### src/rtl/reg_file_pkg.sv
// Shared integer-datapath definitions: register index types/constants and ALU op encodings.
// Types and constants only; no timing or flow control lives here.
package reg_file_pkg;

    localparam int XLEN       = 32;
    localparam int REG_AWIDTH = 5;
    localparam int REG_COUNT  = 2 ** REG_AWIDTH;

    typedef logic [REG_AWIDTH-1:0] reg_idx_t;

    localparam reg_idx_t REG_ZERO = '0;

    typedef enum logic [3:0] {
        ALU_ADD  = 4'h0,
        ALU_SUB  = 4'h1,
        ALU_AND  = 4'h2,
        ALU_OR   = 4'h3,
        ALU_XOR  = 4'h4,
        ALU_SLL  = 4'h5,
        ALU_SRL  = 4'h6,
        ALU_SRA  = 4'h7,
        ALU_SLT  = 4'h8,
        ALU_SLTU = 4'h9
    } alu_op_t;

endpackage

### src/rtl/reg_file_if.sv
// Register file access bundle: two operand read ports, one write port, one debug read port.
// Combinational reads, write accepted every cycle; no handshake and no backpressure.
interface reg_file_if #(
    parameter int DWIDTH = 32,
    parameter int AWIDTH = 5
);
    logic [AWIDTH-1:0] rs1_addr;
    logic [AWIDTH-1:0] rs2_addr;
    logic [DWIDTH-1:0] rs1_data;
    logic [DWIDTH-1:0] rs2_data;
    logic              we;
    logic [AWIDTH-1:0] rd_addr;
    logic [DWIDTH-1:0] rd_data;
    logic [AWIDTH-1:0] dbg_addr;
    logic [DWIDTH-1:0] dbg_data;

    modport master (
        output rs1_addr, rs2_addr, we, rd_addr, rd_data, dbg_addr,
        input  rs1_data, rs2_data, dbg_data
    );

    modport slave (
        input  rs1_addr, rs2_addr, we, rd_addr, rd_data, dbg_addr,
        output rs1_data, rs2_data, dbg_data
    );
endinterface

### src/rtl/reg_file_rport.sv
// One operand read port: x0 zero-check, optional same-cycle write forwarding, entry mux.
// Purely combinational (0 cycles); no backpressure.
module reg_file_rport
    import reg_file_pkg::*;
#(
    parameter int DWIDTH = 32,
    parameter int AWIDTH = 5,
    parameter int BYPASS = 1
) (
    input  logic [AWIDTH-1:0] addr,
    input  logic [DWIDTH-1:0] entry,
    input  logic              we,
    input  logic [AWIDTH-1:0] wr_addr,
    input  logic [DWIDTH-1:0] wr_data,
    output logic [DWIDTH-1:0] data
);
    logic is_zero;
    logic fwd;

    assign is_zero = (addr == AWIDTH'(REG_ZERO));
    assign fwd     = (BYPASS != 0) && we && (wr_addr == addr);

    // Zero check wins over forwarding so an x0 write can never leak to a reader.
    always_comb begin
        data = entry;
        if (is_zero) begin
            data = '0;
        end else if (fwd) begin
            data = wr_data;
        end
    end
endmodule

### src/rtl/reg_file.sv
// Architectural register file, x0 hardwired to zero; reads 0-cycle combinational, writes commit on clk.
// Write port accepted unconditionally every cycle; no backpressure.
module reg_file
    import reg_file_pkg::*;
#(
    parameter int DWIDTH = 32,
    parameter int AWIDTH = 5,
    parameter int BYPASS = 1
) (
    input  logic       clk,
    input  logic       rstn,
    reg_file_if.slave  rf
);
    localparam int NREGS = 2 ** AWIDTH;

    logic [DWIDTH-1:0] mem [NREGS];

    // Entry 0 is cleared by reset and never written, so it holds zero and folds away.
    always_ff @(posedge clk or negedge rstn) begin
        if (!rstn) begin
            for (int i = 0; i < NREGS; i++) begin
                mem[i] <= '0;
            end
        end else if (rf.we && (rf.rd_addr != AWIDTH'(REG_ZERO))) begin
            mem[rf.rd_addr] <= rf.rd_data;
        end
    end

    reg_file_rport #(.DWIDTH(DWIDTH), .AWIDTH(AWIDTH), .BYPASS(BYPASS)) u_rs1 (
        .addr    (rf.rs1_addr),
        .entry   (mem[rf.rs1_addr]),
        .we      (rf.we),
        .wr_addr (rf.rd_addr),
        .wr_data (rf.rd_data),
        .data    (rf.rs1_data)
    );

    reg_file_rport #(.DWIDTH(DWIDTH), .AWIDTH(AWIDTH), .BYPASS(BYPASS)) u_rs2 (
        .addr    (rf.rs2_addr),
        .entry   (mem[rf.rs2_addr]),
        .we      (rf.we),
        .wr_addr (rf.rd_addr),
        .wr_data (rf.rd_data),
        .data    (rf.rs2_data)
    );

    // Debug port shows committed state only, never the forwarded value.
    assign rf.dbg_data = (rf.dbg_addr == AWIDTH'(REG_ZERO)) ? '0 : mem[rf.dbg_addr];
endmodule

### src/flat_wrapper.sv
// flat-port wrapper written by rule: the top's interface ports become plain ports
module reg_file_flat import reg_file_pkg::*;
#(
    parameter int DWIDTH = 32,
    parameter int AWIDTH = 5,
    parameter int BYPASS = 1
)
  (clk, rstn, rf_rs1_addr, rf_rs2_addr, rf_we, rf_rd_addr, rf_rd_data, rf_dbg_addr, rf_rs1_data, rf_rs2_data, rf_dbg_data);
  reg_file_if #(.DWIDTH(DWIDTH), .AWIDTH(AWIDTH)) rf_i ();
  input  logic clk;
  input  logic rstn;
  input wire logic [$bits(rf_i.rs1_addr)-1:0] rf_rs1_addr;
  input wire logic [$bits(rf_i.rs2_addr)-1:0] rf_rs2_addr;
  input wire logic [$bits(rf_i.we)-1:0] rf_we;
  input wire logic [$bits(rf_i.rd_addr)-1:0] rf_rd_addr;
  input wire logic [$bits(rf_i.rd_data)-1:0] rf_rd_data;
  input wire logic [$bits(rf_i.dbg_addr)-1:0] rf_dbg_addr;
  output wire logic [$bits(rf_i.rs1_data)-1:0] rf_rs1_data;
  output wire logic [$bits(rf_i.rs2_data)-1:0] rf_rs2_data;
  output wire logic [$bits(rf_i.dbg_data)-1:0] rf_dbg_data;
  assign rf_i.rs1_addr = rf_rs1_addr;
  assign rf_i.rs2_addr = rf_rs2_addr;
  assign rf_i.we = rf_we;
  assign rf_i.rd_addr = rf_rd_addr;
  assign rf_i.rd_data = rf_rd_data;
  assign rf_i.dbg_addr = rf_dbg_addr;
  assign rf_rs1_data = rf_i.rs1_data;
  assign rf_rs2_data = rf_i.rs2_data;
  assign rf_dbg_data = rf_i.dbg_data;
  reg_file #(.DWIDTH(DWIDTH), .AWIDTH(AWIDTH), .BYPASS(BYPASS)) u_core (.clk(clk), .rstn(rstn), .rf(rf_i));
endmodule
### config.mk
export PLATFORM = sky130hd
export DESIGN_NAME = reg_file_flat
export DESIGN_NICKNAME = d
export VERILOG_FILES = /design/src/rtl/reg_file_pkg.sv /design/src/rtl/reg_file_if.sv /design/src/rtl/reg_file_rport.sv /design/src/rtl/reg_file.sv /design/src/flat_wrapper.sv
export SDC_FILE = /design/constraint.sdc
export NUM_CORES = 2
export LEC_CHECK = 0
export BUFFER_PORTS_ARGS = -buffer_cell sky130_fd_sc_hd__buf_4
export CORE_MARGIN = 2
export CORE_UTILIZATION = 45
export DETAILED_ROUTE_END_ITERATION = 10
export GPL_TIMING_DRIVEN = 1
export RECOVER_POWER = 100
export SLEW_MARGIN = 10
export SYNTH_ARGS = -nofsm -noshare
export SYNTH_HDL_FRONTEND = slang
export SYNTH_SLANG_ARGS = --single-unit
### constraint.sdc
create_clock -name clk -period 5.4 [get_ports clk]
set_clock_uncertainty 0.2 [all_clocks]
set_input_delay 0.27 -clock clk [delete_from_list [all_inputs] [get_ports clk]]
set_output_delay 0.27 -clock clk [all_outputs]
set_load 0.005 [all_outputs]
Yosys cells after proc, flatten, opt, wreduce, memory -nomap -nowiden --
Cells that the tools add are included.
Word-level totals: flip-flop bits (word level) 1024, input bits 55, output and inout bits 96, logic and storage cells 68
Operators by class: $lt $le $gt $ge 5, equality and inequality tests 2, mux-type cells 17, bitwise operators 4, reductions and logical operators 8
Operators with widths (count):
- $bwmux 1024 | 1
- $bmux 32 s5 | 3
- $mux 32 | 12
- $demux 32 s5 | 1
- $ge 6x6->1 const B | 4
- $not 5->6 | 4
- $logic_not 5->1 | 3
- $eq 5x5->1 | 2
- $lt 6x1->1 const B | 1
- $reduce_bool 5->1 | 1
- $logic_and 1x1->1 | 4

Depth between registers and ports, before layout --
depth in word-level cells 6, depth in mapped cells 10, gate-level depth less buffers 5

Cells and area by module --
From an unflattened synthesis, not the netlist that was laid out.
Second synthesis, totals: cell total of the unflattened synthesis 4058, area, all modules 63201.9 µm²
Modules (own cells, without submodules):
- reg_file | times used 1, cells an instance 3812, area each 61910.6 µm², sequential area each 25624.6 µm²
- reg_file_rport | times used 2, cells an instance 123, area each 645.6 µm², sequential area each 0.0 µm²

Worst setup path after synthesis --
Ideal clock, no wire load.
path type input-to-output, start input rf_dbg_addr[1], end output rf_dbg_data[10], arrival time 1.958 ns, required time 4.930 ns, setup slack 2.972 ns, stages 7, path buffers 3, path through clkbuf_1 > clkbuf_1 > clkbuf_1 > mux4_2 > mux4_2 > nand2_1 > o21ai_1
Between the ends: cells in the longest elaborated chain, start to end 5, elaborated cells on any way between the ends 6, classes of those cells 4 x mux; 1 x bitwise; 1 x reduce/logical
RTL lines:
- start, declared | RTL line flat_wrapper.sv:17 | input wire logic [$bits(rf_i.dbg_addr)-1:0] rf_dbg_addr;
- $not 5->6 (implied by the code) | RTL line reg_file.sv:48 | assign rf.dbg_data = (rf.dbg_addr == AWIDTH'(REG_ZERO)) ? '0 : mem[rf.dbg_addr];
- $bmux 32 s5 | RTL line reg_file.sv:48
- $mux 32 (implied by the code) (2 in a row) | RTL line reg_file.sv:48
- $mux 32 * | RTL line reg_file.sv:48
- end, declared | RTL line flat_wrapper.sv:20 | output wire logic [$bits(rf_i.dbg_data)-1:0] rf_dbg_data;
Mark *: on every way between the ends. The rest lies on a longest branch, timed or not. The select of a mux whose other input is x is not followed.

Final worst setup path --
start input rf_rs1_addr[2], end output rf_rs1_data[25]
Between the ends: cells in the longest elaborated chain, start to end 6, elaborated cells on any way between the ends 9, classes of those cells 1 x eq/ne; 5 x mux; 1 x bitwise; 2 x reduce/logical
RTL lines:
- start, declared | RTL line flat_wrapper.sv:12 | input wire logic [$bits(rf_i.rs1_addr)-1:0] rf_rs1_addr;
- $not 5->6 (implied by the code) | RTL line reg_file.sv:31 | .entry (mem[rf.rs1_addr]),
- $bmux 32 s5 | RTL line reg_file.sv:31
- $mux 32 (implied by the code) (2 in a row) | RTL line reg_file.sv:31
- $mux 32 | RTL line reg_file_rport.sv:28 | end else if (fwd) begin
- $mux 32 * | RTL line reg_file_rport.sv:26 | if (is_zero) begin
- end, declared | RTL line flat_wrapper.sv:18 | output wire logic [$bits(rf_i.rs1_data)-1:0] rf_rs1_data;
Marks and branches as above.

==> flow_summary.toml <==
[run_status]
status = "complete, but fails checks"
violations = "capacitance limit, slew limit"

[cells_and_area]
top_register = "u_core.mem"
final_cells = 6134
finish.utilization_pct = 49.9
top_regs = "u_core.mem (1024)"
multiInputGateArea_um2 = 34900
nets = 4219
drive_gt1_share_pct = 52.5
num-fill-cells = 12000
fin_area_um2 = 69500
largest_reg_flops = 1024
area_growth_pct = 10.3
seqCellArea_um2 = 25600

[synth]
synthTopCellsByArea = "dfrtp_1, mux4_2, mux2_2"
synthArstFlopShare_pct = 100
synth_edf_count = 0
ys_top_cells_by_count = "mux2_2, dfrtp_1, mux4_2, clkbuf_1, mux2i_1"
yosys_register_bits = 1024
yosysTopAreaCellShare_pct = 40.7
synthCells = 4262
ys_seq_area_share_pct = 40.7
ys_dominant_reg_cell = "dfrtp_1"
post_synth.cell_area_avg_um2 = 14.8
synth_cell_types = 55
synth_most_common_cell = "mux2_2"
synth_fp_nets = 4317
syn_area_um2 = 63000
yosys_warnings = 0
yosys.area.top_type = "dfrtp_1"

[clock_tree]
tritoncts = "done"
clock_latency_ns = 0.73
cts_buffers = 116
htree_levels = 3
clock_path_buffers = 3
cts.sinks = 1024
cts.reportedPaths.clkPinSlew_ns = 0.06
root_buffer = "clkbuf_16"

[power]
ir_drop_uv = 239
p_sw_mw = 7.35
powerDensity_nw_per_um2 = 362
p_seq_share_pct = 41.9
switching_share_pct = 29.2
clkPwrFrac_pct = 33.4
power.internal_mw = 17.8
power_leakage_nw = 28.8
total_power_mw = 25.2
p_comb_share_pct = 24.7

[grt]
grt_pass1_vias = 42900
grt_max_degree = 148
grt_pass1_wl_um = 327000
grt.total_usage_pct = 32.2
antenna_found_initial = 9
grt_overflow_total = 0

[worst_setup_path]
crit_chain = "clkbuf_2, inv_1, nor2_4, buf_4, a22oi_1, a21oi_1, a221o_1, clkbuf_1"
worstSetupEndpointType = "primary output"
cp_top_family = "buffers and inverters"
critPathMaxStageDelay_ns = 0.96
arrival_ns = 4.19
required_ns = 4.93
slowest_stage = "clkbuf_2"
start_kind = "input port"
path_class = "in2out"
cp_num_buf_inv = 4
worst-path-max-fanout = 35

[place]
port_buffers = 150
dp_worst_setup_slack_ns = 1.72
placed_cells = 5888
dpl_cell_area_um2 = 65600
gp_congestion = 0.877
dp_hpwl_um = 133000

[sta]
tightest_slew_ns = 3.70
finalCritPeriodShare_pct = 86.3
setup_ws_ns = 0.741
fmaxAchievable_ghz = 0.215
finalCriticalPeriod_ns = 4.66
finalSetupTns_ns = 0
slew_headroom_pct = -148
final-hold-violation-count = 0
holdWs_ns = 0.214
setup_violations = 0
rsz0062_at_grt = "no"
slew_viol_final = 1593

[min_path]
hp-class = "reg2reg"

[die]
start_util_pct = 45.3
design.die.area_um2 = 143000
die_h_um = 378
num_rows = 137
ioPinCount = 151
core-area_um2 = 139000
die_width_um = 378

[route]
ant_nets = 0
drt-initial-drc-count = 5442
drt-total-wl_um = 229000
firstDrtPassIters = 5
post_drt_via_cell_ratio = 7.09
drc = 0
via_count = 43500
wl_per_cell_um = 37.3

[run]
drv_cap = 50
-- layout make-up --
class	instances	share of cell area, %
Sequential cell	1024	36.9
Timing Repair Buffer	299	3.60
Multi-Input combinational cell	2684	50.2
Clock buffer	157	4.79
Clock inverter	52	0.963
Antenna cell	3	0.0108
Tap cell	1876	3.38
Inverter	39	0.211
-- worst paths after layout --
path	slack (ns)	from	to	cells after the start
hold reg to reg	0.21	u_core.mem[1006]	u_core.mem[1006]	0
setup / recovery	0.74	rf_rs1_addr[2]	rf_rs1_data[25]	8
max in group asynchronous	1.65	rstn	u_core.mem[452]	3
min in group asynchronous	0.91	rstn	u_core.mem[847]	3
hold / removal	0.21	u_core.mem[1006]	u_core.mem[1006]	0
setup reg to reg	4.36	u_core.mem[991]	u_core.mem[991]	1
-- power groups by stage --
stage / Clock [mW] / Combinational [mW] / Sequential, mW
floorplan: 0 / 4.58 / 10.1
global placement: 0 / 6.14 / 10.5
detailed placement: 0 / 6.19 / 10.6
CTS: 8.52 / 6.24 / 10.5
global route: 8.80 / 6.58 / 10.7
finish: 8.41 / 6.23 / 10.5
-- repair_timing --
action	4_1_cts	5_1_grt
hold buffers	34	0
hold endpoints to repair	1397	0
setup buffers	0	0
resized for setup	0	0
-- layer usage --
metal	GRT usage, %	vias to the layer above	wire length (um)
met5	0.206	-	117
met4	14.2	14	11800
met3	7.64	560	23300
met2	47.8	2533	102000
met1	45.1	23600	91400
li1	-	16800	-
-- kinds of logic (layout without fill, tap and decap cells) --
logic type / count (synthesis) / in the layout / synth area share (%)
mux: 1937 / 1937 / 47.8
flops: 1024 / 1024 / 40.7
buf+inv: 554 / 547 / 4.18
compound gates: 456 / 456 / 5.09
simple gates: 281 / 281 / 2.16
xor+xnor: 10 / 10 / 0.139
other cells: 0 / 3 / 0
-- cell usage in the layout (no fill, tap or decap), types with 7 or more instances in the layout --
cell type / Yosys / final
nor2_1: 69 / 60
a221o_1: 45 / 45
o22a_1: 7 / 7
a21oi_1: 48 / 48
nor3_1: 43 / 42
nand2_1: 78 / 77
bufinv_16: 0 / 15
mux2i_1: 142 / 142
mux2_1: 7 / 7
buf_4: 31 / 148
mux4_2: 735 / 735
buf_12: 4 / 20
inv_1: 36 / 37
clkbuf_1: 267 / 44
o21ai_0: 45 / 58
o22ai_1: 73 / 73
a211oi_1: 22 / 22
clkbuf_8: 0 / 26
nor3b_1: 8 / 7
o211ai_1: 14 / 14
o21ai_1: 35 / 21
nor4_1: 15 / 15
dfrtp_1: 1024 / 1024
clkbuf_16: 0 / 117
clkbuf_4: 0 / 44
clkinv_2: 0 / 26
o221ai_1: 7 / 7
dlygate4sd3_1: 0 / 33
mux2_2: 1040 / 1040
nand2b_1: 18 / 18
clkbuf_2: 0 / 16
a221oi_1: 29 / 29
a22oi_1: 107 / 107
mux4_1: 13 / 13
xnor2_1: 10 / 10
nor2b_1: 16 / 13
Note: power is estimated with default switching activity, not from simulation.
